**src/rtl/ps2_key_decoder.sv**
```systemverilog
// PS/2 receiver + set-2 arrow decoder; WASD_EN adds W/S/D/A as alternate key sources.
// Latency: pin edge to fall cycle SYNC_STAGES+1 clks, outputs 1 clk after stop-bit fall. No backpressure.
module ps2_key_decoder #(
   parameter int SYNC_STAGES    = 2,
   parameter int TIMEOUT_CYCLES = 10000
) (
   input  logic       clk,
   input  logic       reset,
   input  logic       ps2_clk,
   input  logic       ps2_data,
   output logic [7:0] scan_code,
   output logic       scan_valid,
   output logic       frame_err,
   output logic       up,
   output logic       down,
   output logic       right,
   output logic       left
);

   localparam int TW = $clog2(TIMEOUT_CYCLES + 1);
   localparam logic [TW-1:0] TMO_LAST = TW'(TIMEOUT_CYCLES - 1);

   typedef enum logic [1:0] {IDLE, DATA, PARITY, STOP} state_t;

   // Synchronisers start at 1 so leaving reset looks like an idle bus.
   logic [SYNC_STAGES-1:0] clk_sync_q, data_sync_q;
   logic                   clk_prev_q;
   logic                   clk_s, data_s, fall;

   always_ff @(posedge clk or negedge reset) begin
      if (!reset) begin
         clk_sync_q  <= '1;
         data_sync_q <= '1;
         clk_prev_q  <= 1'b1;
      end else begin
         clk_sync_q  <= {clk_sync_q[SYNC_STAGES-2:0], ps2_clk};
         data_sync_q <= {data_sync_q[SYNC_STAGES-2:0], ps2_data};
         clk_prev_q  <= clk_s;
      end
   end

   assign clk_s  = clk_sync_q[SYNC_STAGES-1];
   assign data_s = data_sync_q[SYNC_STAGES-1];
   assign fall   = clk_prev_q & ~clk_s;

   state_t          state_q, state_d;
   logic [2:0]      bit_cnt_q, bit_cnt_d;
   logic [7:0]      shift_q, shift_d;
   logic            par_q, par_d;
   logic [TW-1:0]   tmo_q, tmo_d;
   logic [7:0]      scan_code_q, scan_code_d;
   logic            scan_valid_q, scan_valid_d;
   logic            frame_err_q, frame_err_d;

   always_comb begin
      state_d      = state_q;
      bit_cnt_d    = bit_cnt_q;
      shift_d      = shift_q;
      par_d        = par_q;
      scan_code_d  = scan_code_q;
      scan_valid_d = 1'b0;
      frame_err_d  = 1'b0;
      tmo_d        = (state_q == IDLE || fall) ? '0 : tmo_q + TW'(1);

      unique case (state_q)
         IDLE: begin
            if (fall && !data_s) begin
               state_d   = DATA;
               bit_cnt_d = '0;
            end
         end
         DATA: begin
            if (fall) begin
               shift_d   = {data_s, shift_q[7:1]};
               bit_cnt_d = bit_cnt_q + 3'd1;
               if (bit_cnt_q == 3'd7) state_d = PARITY;
            end
         end
         PARITY: begin
            if (fall) begin
               par_d   = data_s;
               state_d = STOP;
            end
         end
         STOP: begin
            if (fall) begin
               state_d = IDLE;
               if (data_s && (^{shift_q, par_q})) begin
                  scan_code_d  = shift_q;
                  scan_valid_d = 1'b1;
               end else begin
                  frame_err_d = 1'b1;
               end
            end
         end
         default: state_d = IDLE;
      endcase

      // A fall always restarts the timer, so a stop-bit fall can never collide with a timeout.
      if (state_q != IDLE && !fall && tmo_q == TMO_LAST) begin
         state_d     = IDLE;
         frame_err_d = 1'b1;
         tmo_d       = '0;
      end
   end

   always_ff @(posedge clk or negedge reset) begin
      if (!reset) begin
         state_q      <= IDLE;
         bit_cnt_q    <= '0;
         shift_q      <= '0;
         par_q        <= 1'b0;
         tmo_q        <= '0;
         scan_code_q  <= '0;
         scan_valid_q <= 1'b0;
         frame_err_q  <= 1'b0;
      end else begin
         state_q      <= state_d;
         bit_cnt_q    <= bit_cnt_d;
         shift_q      <= shift_d;
         par_q        <= par_d;
         tmo_q        <= tmo_d;
         scan_code_q  <= scan_code_d;
         scan_valid_q <= scan_valid_d;
         frame_err_q  <= frame_err_d;
      end
   end

   // Key state vectors are ordered {up, down, right, left}.
   logic       ext_q, ext_d, brk_q, brk_d;
   logic [3:0] arrow_q, arrow_d;
   logic [3:0] letter_q, letter_d;

   always_comb begin
      ext_d    = ext_q;
      brk_d    = brk_q;
      arrow_d  = arrow_q;
      letter_d = letter_q;
      if (frame_err_q) begin
         ext_d = 1'b0;
         brk_d = 1'b0;
      end else if (scan_valid_q) begin
         if (scan_code_q == 8'hE0) begin
            ext_d = 1'b1;
         end else if (scan_code_q == 8'hF0) begin
            brk_d = 1'b1;
         end else begin
            if (ext_q) begin
               case (scan_code_q)
                  8'h75:   arrow_d[3] = !brk_q;
                  8'h72:   arrow_d[2] = !brk_q;
                  8'h74:   arrow_d[1] = !brk_q;
                  8'h6B:   arrow_d[0] = !brk_q;
                  default: ;
               endcase
            end
`ifdef WASD_EN
            else begin
               case (scan_code_q)
                  8'h1D:   letter_d[3] = !brk_q;
                  8'h1B:   letter_d[2] = !brk_q;
                  8'h23:   letter_d[1] = !brk_q;
                  8'h1C:   letter_d[0] = !brk_q;
                  default: ;
               endcase
            end
`endif
            ext_d = 1'b0;
            brk_d = 1'b0;
         end
      end
   end

   always_ff @(posedge clk or negedge reset) begin
      if (!reset) begin
         ext_q    <= 1'b0;
         brk_q    <= 1'b0;
         arrow_q  <= '0;
         letter_q <= '0;
      end else begin
         ext_q    <= ext_d;
         brk_q    <= brk_d;
         arrow_q  <= arrow_d;
         letter_q <= letter_d;
      end
   end

   assign scan_code  = scan_code_q;
   assign scan_valid = scan_valid_q;
   assign frame_err  = frame_err_q;
   assign up         = arrow_q[3] | letter_q[3];
   assign down       = arrow_q[2] | letter_q[2];
   assign right      = arrow_q[1] | letter_q[1];
   assign left       = arrow_q[0] | letter_q[0];

endmodule

```
**config.mk**
```make
export PLATFORM = sky130hd
export DESIGN_NAME = ps2_key_decoder
export DESIGN_NICKNAME = d
export VERILOG_FILES = /design/src/rtl/ps2_key_decoder.sv
export SDC_FILE = /design/constraint.sdc
export NUM_CORES = 1
export LEC_CHECK = 0
export BUFFER_PORTS_ARGS = -buffer_cell sky130_fd_sc_hd__buf_2
export CORE_ASPECT_RATIO = 1.1
export CORE_MARGIN = 10
export CORE_UTILIZATION = 25
export DETAILED_ROUTE_END_ITERATION = 12
export SLEW_MARGIN = 15
export SYNTH_ARGS = -nofsm -noshare
export SYNTH_HDL_FRONTEND = slang
export SYNTH_SLANG_ARGS = --single-unit
```
**constraint.sdc**
```tcl
create_clock -name clk -period 3.4 [get_ports clk]
set_input_delay 0.17 -clock clk [delete_from_list [all_inputs] [get_ports clk]]
set_output_delay 0.17 -clock clk [all_outputs]
set_load 0.005 [all_outputs]
```
======== Yosys cells after proc, flatten, opt, wreduce, memory -nomap -nowiden ========
Index checks and enable logic that the tools add are counted.
storage, ports and cells
  bits in registers ....................... 49
  bits in latches ......................... 0
  bits in writable memories ............... 0
  bits in read-only memories .............. 0
  bits of input ports ..................... 4
  output and inout port bits .............. 14
  memories kept ........................... 0
operators by class
  add/subtract/negate cells ............... 2
  multiply operators ...................... 0
  div/mod/pow operators ................... 0
  magnitude comparators ................... 0
  equality and inequality tests ........... 20
  shift-type cells ........................ 0
  multiplexer cells ....................... 27
  bitwise operators ....................... 5
  reductions and logical operators ........ 24
operators with widths
  kind                                                 number
  equality test 8 x 7 -> 1 bit, second input constant  4
  two-way mux 14 bit                                   2
  AND reduction 6 bit                                  4
  equality test 8 bit, second input constant           2
  two-way mux 1 bit                                    15
  inequality test 3 bit, second input constant         5
  adder 14 x 1 -> 14 bit, second input constant        1
  equality test 14 bit, second input constant          1
  two-way mux 2 bit                                    6
  XOR reduction 9 bit                                  1
  one-hot mux 2 bit (4 select lines)                   1
  AND reduction 2 bit                                  4
  two-way mux 3 bit                                    2
  one-hot mux 3 bit (2 select lines)                   1
  AND reduction 3 bit                                  2
  nonzero test 2 bit                                   3
  AND reduction 5 bit                                  1
  equality test 2 bit, second input constant           2
  logical AND 1 bit                                    4
  inequality test 2 bit, second input constant         2
  inverter 1 bit                                       4
  adder 3 x 1 -> 3 bit, second input constant          1
  equality test 3 bit, second input constant           1
  zero test 1 bit                                      3
  6 further kinds                                      6

======== Logic depth before layout (Yosys ltp) ========
  word-level depth ........................ 7
  depth in mapped cells ................... 7
  mapped depth without buffers ............ 7

======== Worst setup path after synthesis ========
Ideal clock, no wire load.
  path kind ............................... register to register
  start ................................... register tmo_q[7]
  end ..................................... register state_q[0]
  setup time .............................. 131 ps
  arrival ................................. 1976 ps
  setup slack ............................. 1293 ps
  cell stages (with the launch flop) ...... 6
  path buffers ............................ 0
  cells stage by stage .................... dfrtp_1 -> or4b_1 -> or4_4 -> or3_4 -> a21boi_1 -> o21ai_0
on the way
  word-level cells in the longest chain between the ends .. 4
RTL lines
  item                                                                               RTL line  text
  from (decl)                                                                        50        logic [TW-1:0] tmo_q, tmo_d;
  from (signal assigned)                                                             122       tmo_q <= tmo_d;
  equality test 14 bit (*)                                                           100       if (state_q != IDLE && !fall && tmo_q == TMO_LAST) begin
  logical AND 1 bit (*)                                                              100
  inequality test 3 bit (no line) or inequality test 3 x 1 -> 1 bit (tied branches)  n/a
  AND reduction 5 bit (no line)                                                      n/a
  to (signal assigned)                                                               118       state_q <= state_d;
  to (decl)                                                                          46        state_t state_q, state_d;
Every way passes the cells marked *; elsewhere a longest branch is shown, timed or not.
A chain may end at the register's enable or synchronous reset.

======== Final worst setup path ========
  start ................................... register shift_q[5]
  end ..................................... register scan_code_q[0], in the netlist scan_code[0]
on the way
  word-level cells in the longest chain between the ends .. 3
RTL lines
  item                           RTL line  text
  from (decl)                    48        logic [7:0] shift_q, shift_d;
  from (signal assigned)         120       shift_q <= shift_d;
  XOR reduction 9 bit            88        if (data_s && (^{shift_q, par_q})) begin
  logical AND 1 bit              88
  AND reduction 3 bit (no line)  n/a
  to (signal assigned)           123       scan_code_q <= scan_code_d;
  to (decl)                      51        logic [7:0] scan_code_q, scan_code_d;
Every way passes these cells.

==> flow_summary_export.csv <==
group,metric,value,unit
run_status,status,"complete, no violations",
timing,final-setup-viol-count,0,
placement,place_ws,1.18,ns
global_route,grt_max_degree,50,
timing,fin_crit,2.24,ns
power_and_ir_drop,power_density,665,nW/µm²
worst_setup_path,start_kind,"flip-flop",
yosys,netlist_area,2260,µm²
die,start_util,25.6,%
clock_network,h-tree-depth,2,
worst_setup_path,r2r-end,"scan_code[0]$_DFFE_PN0P_",
flow_run,maxCapViolCount,0,
layout,finalNonFillerCells,337,
layout,n_antenna_cell,0,
detailed_routing,first_pass_iters,4,
power_and_ir_drop,combPwrFrac,29.8,%
power_and_ir_drop,switching_share,31.2,%
yosys,syn_area_per_cell,11.4,µm²
detailed_routing,post_drt_wl_per_cell,11.9,µm
placement,placed_cells,326,
die,ios,18,
timing,rsz0062_at_grt,"false",
global_route,grt_overflow_total,0,
clock_network,hold_buffers,2,
clock_network,postCtsSetupBuffers,0,
timing,worstMarginPinSlew,0.609,ns
yosys,synth_cell_types,35,
power_and_ir_drop,power_switching,0.545,mW
placement,placement.io_buffers,17,
worst_hold_path,worstHoldEndpoint,"clk_sync_q[1]$_DFF_PN1_",
worst_setup_path,max_stage_delay,0.43,ns
timing,max_slew_margin,59.4,%
placement,place_area,2480,µm²
worst_hold_path,holdPathStages,0,
global_route,grt_pass1_vias,1589,
clock_network,cts_resized,0,
power_and_ir_drop,clkPwrFrac,24.5,%
die,dieArea,13300,µm²
yosys,yosysSeqAreaShare,54.5,%
layout,fillCellCount,931,
detailed_routing,vias,1487,
layout,final_area,2630,µm²
global_route,grt_first_pass_wirelength,7.40,mm
global_route,track_usage,6.47,%
detailed_routing,wl_met3,201,µm
clock_network,cts_buffers,5,
layout,final_core_util,29.8,%
layout,drive_gt1_share,22.0,%
clock_network,cts_tree,"done",
worst_setup_path,cp_slowest_cell,"nand4_1",
worst_setup_path,cp_cell_sequence,"xnor2_1, xnor3_1, xnor2_1, nand4_1, mux2_2",
clock_network,path_clk_slew,0.09,ns
worst_setup_path,endpoint_kind,"flip-flop",
power_and_ir_drop,ir_worst_vdd,0.212,mV
placement,place_congestion,0.749,
worst_setup_path,regToRegSetupSlack,1.16,ns
die,die_x,111,µm
timing,hold_violations,0,
power_and_ir_drop,internal-power,1.20,mW
power_and_ir_drop,p_leak,1.25,nW
global_route,antenna_found_initial,0,
clock_network,cts_buffer_depth,2,
timing,setup_ws,1.16,ns
detailed_routing,wl_met2,1.83,mm
worst_setup_path,criticalPathCategory,"reg -> reg",
yosys,synth_nets,210,
yosys,synth.yosys.warnings,0,
worst_setup_path,worstPathArrival,2.43,ns
detailed_routing,ant_nets,0,
detailed_routing,top_layer,"met4",
clock_network,clkSinkCount,49,
layout,areaGrowthSynthToFinish,16.3,%
detailed_routing,drc,0,
worst_setup_path,r2r-start,"shift_q[5]$_DFFE_PN0P_",
worst_setup_path,crit_fanout,9,
layout,nets,234,
die,core_area,8830,µm²
worst_setup_path,required,3.59,ns
yosys,synth_seq_cells,49,
clock_network,root_buffer,"clkbuf_8",
clock_network,worstSkewPairLatency,0.30,ns
detailed_routing,drt-met1-wl,1.96,mm
detailed_routing,wl,4.02,mm
worst_setup_path,crit_top_cell,"xnor2_1",
timing,setup_tns,0,ns
timing,drv_slew,0,
placement,dp_hpwl,2.89,mm
power_and_ir_drop,seq_power_share,45.7,%
die,rows,36,
yosys,synth_cells,198,
worst_hold_path,min_path_type,"reg -> reg",
detailed_routing,drt_first_iter_violations,53,
detailed_routing,viasPerCell,4.41,
worst_setup_path,r2r_cells,5,
worst_hold_path,worstHoldStart,"clk_sync_q[0]$_DFF_PN1_",
timing,fin_skew,0.0106,ns
die,dieHeight,120,µm
timing,fmax,447,MHz
timing,post-route-period-util,65.8,%
-- routing by layer --
metal / up-vias / global-route usage, %
li1: 731 / -
met1: 723 / 8.20
met5: - / 0
met2: 29 / 10.1
met3: 4 / 2.19
met4: 0 / 2.20
-- synthesized netlist by cell type --
library cell	count	area (µm²)
a211oi_1	1	7.51
a21boi_0	1	7.51
a21boi_1	1	7.51
a21oi_1	5	25.0
a22o_1	1	8.76
a31oi_1	1	6.26
and2_1	2	12.5
and3_1	9	56.3
buf_2	1	5.00
clkbuf_1	3	11.3
dfrtp_1	44	1100
dfstp_2	5	131
ha_1	8	100
inv_1	7	26.3
mux2_2	17	191
mux2i_1	3	30.0
nand2_1	13	48.8
nand2b_1	3	18.8
nand3_1	6	30.0
nand4_1	5	31.3
nor2_1	19	71.3
nor2b_1	2	12.5
nor3_1	2	10.0
nor3b_1	1	7.51
o2111ai_1	1	8.76
o21a_1	1	7.51
o21ai_0	11	55.1
o31ai_1	2	15.0
or3_1	2	12.5
or3_4	1	11.3
or4_4	1	11.3
or4b_1	2	20.0
xnor2_1	10	87.6
xnor3_1	1	22.5
xor2_1	6	52.6
-- registers in the layout, summed over array words and instances, names as in the netlist --
signal	flops
brk_q	1
tmo_q	14
shift_q	8
par_q	1
clk_prev_q	1
ext_q	1
bit_cnt_q	3
clk_sync_q	2
scan_code	8
arrow_q	4
scan_valid	1
state_q	2
data_sync_q	2
frame_err	1
-- cell families (layout without fill, tap and decap cells) --
| family | count (synthesis) | in the layout | share of synthesized area [%] |
|---|---|---|---|
| AND/OR/NAND/NOR | 68 | 68 | 15.7 |
| flip-flops | 49 | 49 | 54.5 |
| AO/OA/AOI/OAI | 25 | 25 | 6.58 |
| multiplexers | 20 | 20 | 9.79 |
| XOR/XNOR | 17 | 17 | 7.19 |
| buffers and inverters | 11 | 36 | 1.88 |
| adder cells (fa/ha/maj) | 8 | 8 | 4.42 |
-- critical path, delay by kind of cell, from the launching register on --
family,cells,cell delay (ns)
flip-flops,1,0.42
XOR/XNOR,3,0.84
multiplexers,1,0.43
AND/OR/NAND/NOR,1,0.43
-- per-stage QoR --
| step | hold WS (ns) | power [mW] |
|---|---|---|
| after floorplan | -0.126 | 1.20 |
| after global placement | 0.277 | 1.32 |
| after detailed placement | 0.277 | 1.34 |
| after CTS | 0.106 | 1.78 |
| after global routing | 0.366 | 1.90 |
| final | 0.358 | 1.75 |
-- placed cells by master (no fill, tap or decap), types with 3 or more instances in the layout --
master         instances
nor2_1                19
dlygate4sd3_1          3
xor2_1                 6
nand2_1               13
o21ai_0               11
inv_1                  7
clkbuf_8               6
dfrtp_1               44
mux2_2                17
and3_1                 9
a21oi_1                5
ha_1                   8
dfstp_2                5
mux2i_1                3
nand4_1                5
nand3_1                6
buf_2                 16
xnor2_1               10
nand2b_1               3
-- worst max path at each step --
stage,cells past startpoint,start,slack [ns],endpoint
2_1_floorplan,5,tmo_q[7]$_DFF_PN0_,1.29,state_q[0]$_DFFE_PN0P_
4_1_cts,5,shift_q[5]$_DFFE_PN0P_,1.15,scan_code[0]$_DFFE_PN0P_
3_5_place_dp,5,shift_q[5]$_DFFE_PN0P_,1.18,scan_code[0]$_DFFE_PN0P_
5_1_grt,5,shift_q[5]$_DFFE_PN0P_,0.93,scan_code[6]$_DFFE_PN0P_
6_report,5,shift_q[5]$_DFFE_PN0P_,1.16,scan_code[0]$_DFFE_PN0P_
3_3_place_gp,5,tmo_q[7]$_DFF_PN0_,1.23,state_q[0]$_DFFE_PN0P_
-- layout make-up --
type | count | area, µm² | share of cell area [%]
Clock buffer | 7 | 86.3 | 3.28
Sequential cell | 49 | 1230 | 46.9
Multi-Input combinational cell | 138 | 987 | 37.5
Inverter | 7 | 26.3 | 0.999
Timing Repair Buffer | 21 | 125 | 4.76
Clock inverter | 1 | 30.0 | 1.14
Tap cell | 114 | 143 | 5.42
-- power groups by stage --
| stage | registers, mW | clock network (mW) | logic [mW] |
|---|---|---|---|
| 4_1_cts | 0.802 | 0.446 | 0.530 |
| 3_3_place_gp | 0.809 | 0 | 0.515 |
| 5_1_grt | 0.819 | 0.466 | 0.610 |
| 2_1_floorplan | 0.784 | 0 | 0.418 |
| 6_report | 0.799 | 0.428 | 0.522 |
| 3_5_place_dp | 0.813 | 0 | 0.526 |
Power figures use the tool's default switching activity.
